==> src/rtl/pov_pkg.sv <==
// Shared definitions for the POV LED output path: column width and the
// serial driver's frame state machine encoding.
package pov_pkg;

    localparam int LED_WIDTH = 16;

    typedef enum logic [1:0] {
        IDLE,
        SHIFT,
        LATCH
    } state_t;

endpackage

==> src/rtl/pov_sclk_gen.sv <==
// Divide-by-CLK_DIV clock-enable generator: emits single-cycle strobes at the
// end of each sclk low phase (rise_en) and high phase (fall_en).
module pov_sclk_gen #(
    parameter int CLK_DIV = 2
) (
    input  logic clk,
    input  logic rst,
    input  logic en,
    output logic rise_en,
    output logic fall_en
);

    localparam int CW = (CLK_DIV > 1) ? $clog2(CLK_DIV) : 1;
    localparam logic [CW-1:0] LAST = CW'(CLK_DIV - 1);

    logic [CW-1:0] cnt;
    logic          phase;
    logic          wrap;

    assign wrap    = en && (cnt == LAST);
    assign rise_en = wrap && !phase;
    assign fall_en = wrap && phase;

    // Held cleared whenever disabled so every frame starts at the top of a low phase.
    always_ff @(posedge clk) begin
        if (rst || !en) begin
            cnt   <= '0;
            phase <= 1'b0;
        end else if (cnt == LAST) begin
            cnt   <= '0;
            phase <= ~phase;
        end else begin
            cnt <= cnt + 1'b1;
        end
    end

endmodule

==> src/rtl/pov_led_shift_driver.sv <==
// Shifts each column word MSB-first into daisy-chained 595-class registers,
// pulses the storage latch per frame and buffers one word arriving mid-frame.
module pov_led_shift_driver
    import pov_pkg::*;
#(
    parameter int WIDTH        = LED_WIDTH,
    parameter int CLK_DIV      = 2,
    parameter int LATCH_CYCLES = 2
) (
    input  logic             clk,
    input  logic             rst,
    input  logic [WIDTH-1:0] leds_in,
    input  logic             load,
    output logic             sdo,
    output logic             sclk,
    output logic             latch,
    output logic             busy,
    output logic             overrun
);

    localparam int BW = (WIDTH > 1) ? $clog2(WIDTH) : 1;
    localparam int LW = (LATCH_CYCLES > 1) ? $clog2(LATCH_CYCLES) : 1;
    localparam logic [BW-1:0] BIT_LAST = BW'(WIDTH - 1);
    localparam logic [LW-1:0] LAT_LAST = LW'(LATCH_CYCLES - 1);

    state_t           state;
    state_t           state_next;
    logic [WIDTH-1:0] shreg;
    logic [BW-1:0]    bit_cnt;
    logic [LW-1:0]    lat_cnt;
    logic             pend_valid;
    logic [WIDTH-1:0] pend_word;
    logic             rise_en;
    logic             fall_en;
    logic             lat_last;
    logic             latch_exit;
    logic             frame_start;
    logic [WIDTH-1:0] frame_word;

    assign busy  = (state != IDLE);
    assign latch = (state == LATCH);

    pov_sclk_gen #(
        .CLK_DIV(CLK_DIV)
    ) u_sclk_gen (
        .clk    (clk),
        .rst    (rst),
        .en     (state == SHIFT),
        .rise_en(rise_en),
        .fall_en(fall_en)
    );

    // A load on the final latch cycle counts as pending, so it wins over the buffer.
    always_comb begin
        state_next  = state;
        lat_last    = (lat_cnt == LAT_LAST);
        latch_exit  = (state == LATCH) && lat_last;
        frame_start = 1'b0;
        frame_word  = leds_in;
        case (state)
            IDLE: begin
                if (load) begin
                    state_next  = SHIFT;
                    frame_start = 1'b1;
                end
            end
            SHIFT: begin
                if (fall_en && (bit_cnt == '0)) state_next = LATCH;
            end
            LATCH: begin
                if (lat_last) begin
                    if (load || pend_valid) begin
                        state_next  = SHIFT;
                        frame_start = 1'b1;
                        frame_word  = load ? leds_in : pend_word;
                    end else begin
                        state_next = IDLE;
                    end
                end
            end
            default: state_next = IDLE;
        endcase
    end

    always_ff @(posedge clk) begin
        if (rst) begin
            state      <= IDLE;
            shreg      <= '0;
            bit_cnt    <= '0;
            lat_cnt    <= '0;
            pend_valid <= 1'b0;
            pend_word  <= '0;
            sdo        <= 1'b0;
            sclk       <= 1'b0;
            overrun    <= 1'b0;
        end else begin
            state   <= state_next;
            overrun <= load && busy && pend_valid;

            if (frame_start) begin
                sdo     <= frame_word[WIDTH-1];
                shreg   <= {frame_word[WIDTH-2:0], 1'b0};
                bit_cnt <= BIT_LAST;
            end else if ((state == SHIFT) && fall_en && (bit_cnt != '0)) begin
                sdo     <= shreg[WIDTH-1];
                shreg   <= {shreg[WIDTH-2:0], 1'b0};
                bit_cnt <= bit_cnt - 1'b1;
            end

            if ((state == SHIFT) && rise_en) begin
                sclk <= 1'b1;
            end else if (fall_en) begin
                sclk <= 1'b0;
            end

            lat_cnt <= ((state == LATCH) && !lat_last) ? lat_cnt + 1'b1 : '0;

            if (latch_exit) begin
                pend_valid <= 1'b0;
            end else if (load && busy) begin
                pend_valid <= 1'b1;
                pend_word  <= leds_in;
            end
        end
    end

endmodule

==> config.mk <==
export PLATFORM = sky130hd
export DESIGN_NAME = pov_led_shift_driver
export DESIGN_NICKNAME = d
export VERILOG_FILES = /design/src/rtl/pov_pkg.sv /design/src/rtl/pov_sclk_gen.sv /design/src/rtl/pov_led_shift_driver.sv
export SDC_FILE = /design/constraint.sdc
export NUM_CORES = 1
export LEC_CHECK = 0
export CAP_MARGIN = 20
export CORE_MARGIN = 4
export CORE_UTILIZATION = 54
export DETAILED_ROUTE_END_ITERATION = 10
export HOLD_SLACK_MARGIN = 0.12
export PLACE_DENSITY_LB_ADDON = 0.12
export SLEW_MARGIN = 20
export SYNTH_ARGS = -nofsm -noshare
export SYNTH_HDL_FRONTEND = slang
export SYNTH_SLANG_ARGS = --single-unit
==> constraint.sdc <==
create_clock -name clk -period 1.9 [get_ports clk]
set_clock_uncertainty 0.15 [all_clocks]
set_input_delay 0.285 -clock clk [delete_from_list [all_inputs] [get_ports clk]]
set_output_delay 0.285 -clock clk [all_outputs]
set_load 0.02 [all_outputs]
**After elaboration in Yosys (flattened, before gate mapping)**

Index checks and enable logic that the tools add are counted.

- Register bits: 44
- Bits of input ports: 19
- Logic and storage cells: 70

- Mux-type cells: 21
- Add/subtract/negate cells: 3
- Reductions and logical operators: 27
- Bitwise gates (word level): 3
- Eq/ne operators: 5

Operator list:

| operator | count |
|---|---|
| $mux 16 | 6 |
| $logic_and 1x1->1 | 11 |
| $mux 1 | 8 |
| $mux 4 | 2 |
| $mux 2 | 3 |
| $pmux 2 s3 | 1 |
| $reduce_bool 2->1 | 3 |
| $reduce_or 2->1 | 3 |
| $logic_not 4->1 | 1 |
| $ne 2x2->1 const B | 2 |
| $reduce_bool 4->1 | 1 |
| $sub 4x1->4 const B | 1 |
| $logic_not 1->1 | 3 |
| $not 1->1 | 3 |
| $reduce_and 3->1 | 1 |
| $add 1x1->1 const B | 2 |
| $eq 2x1->1 const B | 1 |
| $eq 2x2->1 const B | 1 |
| $logic_not 2->1 | 1 |
| $logic_or 1x1->1 | 2 |
| $ne 2x1->1 const B | 1 |
| $pmux 1 s2 | 1 |
| $reduce_and 2->1 | 1 |

**Logic depth before layout (Yosys ltp)**

Gate-level depths: netlist of run 1.

- Depth in word-level cells: 7
- Depth in mapped cells: 7
- Gate-level depth less buffers: 6

**By module**

A second synthesis of run 1 with hierarchy kept.

- Cells, all modules: 201
- Area, all modules: 1891.8 µm²

By module, submodules not included:

| module | seq. area each (µm²) | times used | area each (µm²) | cells an instance |
|---|---|---|---|---|
| pov_led_shift_driver | 840.8 | 1 | 1814.2 | 192 |
| pov_sclk_gen | 40.0 | 1 | 77.6 | 9 |

**Worst setup path after synthesis of run 1**

OpenSTA, ideal clock, no wires.

- Path kind: flip-flop to flip-flop
- From: register bit_cnt[0]
- To: register bit_cnt[1]
- Stages on the path, launching flop included: 8
- Setup slack: 212 ps
- Arrival: 1471 ps
- Period minus slack after synthesis: 1688 ps
- Buffers on the path: 1
- Setup time: 67 ps
- Required time: 1683 ps
- Cell sequence: dfxtp_1 > inv_1 > ha_1 > nor3b_2 > nor2b_4 > buf_12 > mux2_4 > a21oi_2

- Longest elaborated chain between the ends: 3
- Elaborated cells on any way between the ends: 6
- Classes of those cells: add/sub (1); mux (2); reduce/logical (3)

RTL lines:

| element | RTL line | source |
|---|---|---|
| from (decl) | pov_led_shift_driver.sv:29 | `logic [BW-1:0] bit_cnt;` |
| from (signal assigned) | pov_led_shift_driver.sv:107 | `bit_cnt <= bit_cnt - 1'b1;` |
| $sub 4x1->4 / $reduce_bool 4->1 (equally long branches) | pov_led_shift_driver.sv:107, pov_led_shift_driver.sv:104 |  |
| $mux 4 / $logic_and 1x1->1 (equally long branches) | pov_led_shift_driver.sv:104 | `end else if ((state == SHIFT) && fall_en && (bit_cnt != '0)) begin` |
| $mux 4 / $reduce_bool 2->1 (equally long branches) | -- |  |

Several ways; a longest one is shown, not always the timed one. The select of a mux whose other input is x is not followed.
A chain may end at the register's enable or synchronous reset.

**Worst setup path in the final report of run 1**

- From: register bit_cnt[0]
- To: register shreg[12]

- Longest elaborated chain between the ends: 3

RTL lines:

| element | RTL line | source |
|---|---|---|
| $reduce_bool 4->1 | pov_led_shift_driver.sv:104 |  |
| $logic_and 1x1->1 | pov_led_shift_driver.sv:104 |  |
| $reduce_bool 2->1 (no line) | -- |  |
| to (signal assigned) | pov_led_shift_driver.sv:102 | `shreg <= {frame_word[WIDTH-2:0], 1'b0};` |
| to (signal assigned) | pov_led_shift_driver.sv:106 | `shreg <= {shreg[WIDTH-2:0], 1'b0};` |
| to (decl) | pov_led_shift_driver.sv:28 | `logic [WIDTH-1:0] shreg;` |

No other way between the ends.

==> results of run 1 <==
-- routing by layer --
metal  wire [um]  global-route usage, %  up-vias
met4          62                   6.38        0
met5           0                      0        -
li1            -                      -      713
met3         143                   5.22        7
met2        1860                   29.4       23
met1        1750                   20.0      680
-- worst register-to-register path, delay by kind of cell (launching register included) --
| kind | cells | cell delay (ns) |
|---|---|---|
| DFF | 1 | 0.38 |
| muxes | 1 | 0.26 |
| and+or+nand+nor | 2 | 0.35 |
| adders and majority gates | 1 | 0.21 |
| AOI/OAI and AO/OA | 1 | 0.09 |
| buffers and inverters | 2 | 0.25 |
-- area by class of cell --
cell class | instances | area (um2) | area share (%)
timing repair buffer | 36 | 363 | 14.8
tap | 48 | 60.1 | 2.45
clock buffer | 7 | 96.3 | 3.93
sequential | 44 | 881 | 35.9
multi-input combinational | 120 | 1040 | 42.3
inverter | 4 | 15.0 | 0.612
-- sequential cells by signal (all words and copies together) (netlist names), 2 cells and up --
name and cells:
pend_word 16, shreg 15, bit_cnt 4, state 2
-- layout by cell type, fill, tap and decap left out, types with 2 or more instances in the layout --
cell and n:
a211oi_2 2, a21oi_1 4, a31oi_1 2, buf_12 3, buf_4 10, clkbuf_8 7
clkdlybuf4s50_1 21, dfxtp_1 44, dlygate4sd2_1 2, inv_1 4, mux2i_1 45, mux2i_2 2
nand2_1 4, nor2_1 18, nor2b_4 2, nor3_1 4, nor3b_2 2, o21a_1 2
o22ai_1 6, o22ai_2 9, xnor2_1 2
-- cell families (layout without fill, tap and decap cells) --
kind of cell | after synthesis | in the layout | share of synthesized area (%)
buffers and inverters | 17 | 47 | 7.30
AOI/OAI and AO/OA | 29 | 29 | 12.7
adders and majority gates | 1 | 1 | 0.608
DFF | 44 | 44 | 42.8
muxes | 48 | 48 | 23.6
and+or+nand+nor | 40 | 40 | 12.2
xor gates and xnor gates | 2 | 2 | 0.852
-- cell usage after synthesis, types with 2 or more instances --
cell and count:
a211oi_2 2, a21oi_1 4, a31oi_1 2, buf_12 2, buf_2 2, buf_4 2, buf_6 3, clkbuf_1 2
dfxtp_1 44, inv_1 4, mux2i_1 47, nand2_1 4, nor2_1 18, nor2b_4 2, nor3_1 4, nor3b_2 2
o21a_1 2, o22ai_1 6, o22ai_2 9, xnor2_1 2
-- final timing paths --
path / to / from / depth (start not counted)
hold / removal: pend_valid / pend_valid / 2
hold reg to reg: pend_valid / pend_valid / 2
setup reg to reg: shreg[12] / bit_cnt[0] / 7
setup / recovery: shreg[12] / bit_cnt[0] / 7
-- stage by stage --
stage	total power, uW	setup TNS [ns]
finish	2090	0
global route	2200	0
CTS	2110	0
detailed placement	1490	-0.718
global placement	1460	0
floorplan	1350	0
-- timing repair --
action | CTS | global route
resized for setup | 2 | 2
setup endpoints to repair | 2 | 12
setup buffers | 0 | 2
gates cloned | 0 | 0
-- power by group --
group | internal, uW | leakage (uW) | switching (uW)
clock | 324 | 0.0000503 | 300
combinational | 206 | 0.000526 | 193
sequential | 1000 | 0.000360 | 59.1
==> summary.md, run 1 <==
| Metric | Value |
|---|---|
| I/O Pins | `24` |
| Status | `complete, no violations` |
| PortBufs | `23` |
| Slowest stage delay, CP | `0.38 ns` |
| Post-synthesis sequential area ratio | `42.8%` |
| Full die area | `4860 um2` |
| DRC errors left | `0` |
| Crit share post-route | `95.7%` |
| Leading area contributor after synthesis | `dfxtp_1` |
| Final instance area | `2450 um2` |
| TritonCTS Buffers | `5` |
| Final nets | `231` |
| CTS tree | `yes` |
| Largest net degree at the start of global routing | `18` |
| GRT overflow | `0` |
| Endpoints failing hold | `0` |
| Post-synth EDFFs | `0` |
| Register-to-register setup slack | `0.08 ns` |
| Max_cap viols | `0` |
| Worst skew pair latency | `0.29 ns` |
| Vias per inst | `5.49` |
| Clock Tree Root | `clkbuf_8` |
| First-pass GRT wire length | `6.68 mm` |
| Number of synthesized register bits | `44` |
| Fmax | `550 MHz` |
| Top-area cell type share of the netlist area | `42.8%` |
| Worst min-delay path class | `reg -> reg` |
| Crit path buffers/inverters | `2` |
| Pre-CTS WS | `-0.0651 ns` |
| Min Hold Slack | `0.337 ns` |
| Vias in the first global route | `1461` |
| Final HPWL DP | `2.82 mm` |
| Min cycle time layout | `1.82 ns` |
| Syn_nets | `201` |
| Type of element capturing the critical path | `flip-flop` |
| Synth async-reset ratio | `0%` |
| Chip Height | `69.7 um` |
| DRT iter0 DRCs | `55` |
| CTS sink cnt | `44` |
| CTS H-tree depth | `2` |
| Vias | `1423` |
| Initial Utilization | `56.2%` |
| 1st-pass router iterations | `5` |
| Ant. Diodes | `0` |
| Filler cell count in the final layout | `291` |
| Core box area | `3660 um2` |
| Util after Layout | `67.0%` |
| Die width | `69.7 um` |
| P per Cell Area | `851 nW/um2` |
| Setup violators final | `0` |
| CTS Buffer Depth | `2` |
| Std cell rows | `22` |
| Clock Pin Slew Worst Setup and Hold Paths | `0.08 ns` |
| Critical Path Start Type | `flip-flop` |
| Critical-path cell list | `inv_1 -> ha_1 -> nor3b_2 -> nor2b_4 -> buf_12 -> mux2i_1 -> o22ai_2` |
| Slew margin rel. | `73.4%` |
| Final Slew Violations | `0` |
| Critical Path RT | `1.93 ns` |
| Peak VDD IR | `0.000521 V` |
| Hold_buf cts | `0` |
| Leakage | `0.000937 uW` |
| DR WL/cell | `14.7 um` |
| Dpl cells | `250` |
| Total routed wirelength | `3.81 mm` |
| Synthesized area | `2060 um2` |
| Antenna-violating nets left | `0` |
| Synth warnings | `0` |
| Synth top area cells | `dfxtp_1 (43%), mux2i_1 (23%), o22ai_2 (5.5%)` |
| Slew @ Worst Pin | `0.399 ns` |
| Cells after Synth | `181` |
| Share of layout cells above drive strength 1 | `21.8%` |
| Initial antenna violation count | `0` |
| Crit path max fanout | `17` |
| Syn avg cell area | `11.4 um2` |
| Area Overhead vs Synth | `19.2%` |
| Post-route insts no fill | `259` |
| Final worst setup slack | `0.0817 ns` |
| Routability cong. | `0.732` |
| Synth unique cells | `38` |
| CP top delay family | `flip-flops` |
| Slowest cell on crit path | `dfxtp_1` |
| Top FF cell, synth | `dfxtp_1` |
| Critical path arrival | `1.85 ns` |
| WS Path Type | `reg -> reg` |
| RSZ-0062 raised after global routing | `false` |
| Area post-placement | `2340 um2` |
| GRT Total Usage | `17.1%` |
No activity file was read; power rests on OpenSTA's default activity.
==> inputs of run 2 (changes only) <==
Settings changed: CORE_ASPECT_RATIO set to 2, RECOVER_POWER set to 50.
==> run 2 against run 1 <==
Against the previous run:
- sequential share of layout area shrank 0.42 points
- core utilization is 1.3 points higher
- sequential power about the same
- final cell count grew 1.9%
- hold slack improved by 0.0046 ns
- design area up 1.5%
- wire length is 8.1% higher
- flip-flop and latch count is the same
- via count up 2.2%
==> summary.md, run 2 (synthesized netlist as in run 1, its figures left out) <==
| Metric | Value |
|---|---|
| Status | `complete, no violations (unchanged)` |
| Vias | `1455 (was 1423)` |
| Die width | `51.6 um (was 69.7 um)` |
| Util after Layout | `68.3% (was 67.0%)` |
| Fmax | `548 MHz (was 550 MHz)` |
| Biggest register | `pend_word (unchanged)` |
| Endpoints failing hold | `0 (unchanged)` |
| GRT overflow | `0 (unchanged)` |
| Routability cong. | `0.734 (was 0.732)` |
| Clock Pin Slew Worst Setup and Hold Paths | `0.08 ns (about the same)` |
| Final worst setup slack | `0.0764 ns (was 0.0817 ns)` |
| Min cycle time layout | `1.82 ns (about the same)` |
| Post-route insts no fill | `264 (was 259)` |
| Max reg flops | `16 (unchanged)` |
| Setup violators final | `0 (unchanged)` |
| Vias in the first global route | `1529 (was 1461)` |
| 1st-pass router iterations | `4 (was 5)` |
| GRT Total Usage | `18.2% (was 17.1%)` |
| Critical Path RT | `1.91 ns (was 1.93 ns)` |
| PortBufs | `23 (unchanged)` |
| Total routed wirelength | `4.12 mm (was 3.81 mm)` |
| Clock Tree Root | `clkbuf_8 (unchanged)` |
| Antenna-violating nets left | `0 (unchanged)` |
| Largest regs | `pend_word: 16 flops, shreg: 15 flops, bit_cnt: 4 flops (unchanged)` |
| Crit path max fanout | `9 (was 17)` |
| Std cell rows | `31 (was 22)` |
| Critical path arrival | `1.84 ns (was 1.85 ns)` |
| Commonest non-fill, non-tap cell in the layout | `mux2i_1 (unchanged)` |
| Core box area | `3650 um2 (was 3660 um2)` |
| Type of element capturing the critical path | `flip-flop (unchanged)` |
| TritonCTS Buffers | `5 (unchanged)` |
| Full die area | `4920 um2 (was 4860 um2)` |
| CTS tree | `yes (unchanged)` |
| Hold_buf cts | `0 (unchanged)` |
| Leakage | `0.000958 uW (was 0.000937 uW)` |
| CTS sink cnt | `44 (unchanged)` |
| Most frequent cells in the layout | `mux2i_1 (46), dfxtp_1 (42), clkdlybuf4s50_1 (19) (was mux2i_1 (45), dfxtp_1 (44), clkdlybuf4s50_1 (21))` |
| Share of layout cells above drive strength 1 | `21.4% (was 21.8%)` |
| Final HPWL DP | `3.13 mm (was 2.82 mm)` |
| First-pass GRT wire length | `6.73 mm (was 6.68 mm)` |
| RSZ-0062 raised after global routing | `false (unchanged)` |
| Initial Utilization | `56.4% (was 56.2%)` |
| Chip Height | `95.3 um (was 69.7 um)` |
| CTS H-tree depth | `2 (unchanged)` |
| Max_cap viols | `0 (unchanged)` |
| Final nets | `234 (was 231)` |
| Worst min-delay path class | `reg -> reg (unchanged)` |
| Peak VDD IR | `0.000721 V (was 0.000521 V)` |
| Pre-CTS WS | `-0.0674 ns (was -0.0651 ns)` |
| Area post-placement | `2340 um2 (about the same)` |
| Initial antenna violation count | `0 (unchanged)` |
| Filler cell count in the final layout | `319 (was 291)` |
| Worst skew pair latency | `0.29 ns (about the same)` |
| CTS Buffer Depth | `2 (unchanged)` |
| Slew margin rel. | `69.6% (was 73.4%)` |
| DRT iter0 DRCs | `21 (was 55)` |
| Critical-path cell list | `inv_1 -> ha_1 -> nor3b_2 -> nor2b_4 -> buf_12 -> mux2i_2 -> o22ai_2 (was inv_1 -> ha_1 -> nor3b_2 -> nor2b_4 -> buf_12 -> mux2i_1 -> o22ai_2)` |
| Final instance area | `2490 um2 (was 2450 um2)` |
| Area Overhead vs Synth | `21.0% (was 19.2%)` |
| Largest net degree at the start of global routing | `18 (unchanged)` |
| Crit share post-route | `96.0% (was 95.7%)` |
| Ant. Diodes | `0 (unchanged)` |
| Final Slew Violations | `0 (unchanged)` |
| WS Path Type | `reg -> reg (unchanged)` |
| P per Cell Area | `864 nW/um2 (was 851 nW/um2)` |
| Min Hold Slack | `0.341 ns (was 0.337 ns)` |
| Slew @ Worst Pin | `0.456 ns (was 0.399 ns)` |
| Slowest stage delay, CP | `0.34 ns (was 0.38 ns)` |
| Slowest cell on crit path | `dfxtp_1 (unchanged)` |
| DRC errors left | `0 (unchanged)` |
| DR WL/cell | `15.6 um (was 14.7 um)` |
| I/O Pins | `24 (unchanged)` |
| Dpl cells | `251 (was 250)` |
| Vias per inst | `5.51 (was 5.49)` |
| Critical Path Start Type | `flip-flop (unchanged)` |
-- run 2: cell types whose count changed in the layout (fill, tap and decap cells not counted), moves of 2 or more --
| cell | before | now |
|---|---|---|
| clkbuf_8 | 7 | 5 |
| clkbuf_1 | 0 | 3 |
| dlygate4sd3_1 | 0 | 2 |
| dfxtp_1 | 44 | 42 |
| clkdlybuf4s50_1 | 21 | 19 |
| dfxtp_2 | 0 | 2 |
-- run 2: cell type report --
| class | count | area, um2 | share of cell area (%) |
|---|---|---|---|
| multi-input combinational | 120 | 1020 | 41.1 |
| sequential | 44 | 883 | 35.5 |
| timing repair buffer | 39 | 399 | 16.0 |
| clock buffer | 6 | 72.6 | 2.92 |
| tap | 49 | 61.3 | 2.46 |
| clock inverter | 2 | 35.0 | 1.41 |
| inverter | 4 | 15.0 | 0.603 |
-- run 2: per-stage QoR --
step	TNS [ns]	total power, uW
floorplan	0	1350
global placement	-0.172	1470
detailed placement	-0.688	1500
CTS	0	2180
global route	0	2260
finish	0	2150
-- run 2: timing repair --
action                                  4_1_cts  5_1_grt
endpoints found under the setup margin        2       15
resized for setup                             3        3
setup buffers                                 0        4
cloned                                        0        1
-- run 2: power breakdown --
group	leakage [uW]	internal, uW	switching, uW	total, uW
Combinational	0.000542	205	199	404
Clock	0.0000552	390	292	682
Sequential	0.000361	1010	58.4	1060
Total	0.000958	1600	549	2150
-- run 2: final timing paths --
kind / slack (ns) / cells past startpoint / end / start
worst min register to register: 0.34 / 1 / lat_cnt / lat_cnt
worst max-delay path: 0.08 / 7 / shreg[6] / bit_cnt[1]
worst max register to register: 0.08 / 7 / shreg[6] / bit_cnt[1]
worst min-delay path: 0.34 / 1 / lat_cnt / lat_cnt
-- run 2: metal layers --
metal / GRT usage [%] / wire, um
met5: 0 / 0
met1: 16.8 / 1450
met3: 4.07 / 103
met4: 6.35 / 37
met2: 36.8 / 2530
-- run 2: critical path, delay by kind of cell, from the launching register on --
family	cells	cell delay, ns
and+or+nand+nor	2	0.42
DFF	1	0.34
muxes	1	0.24
buffers and inverters	2	0.23
adders and majority gates	1	0.21
AOI/OAI and AO/OA	1	0.10
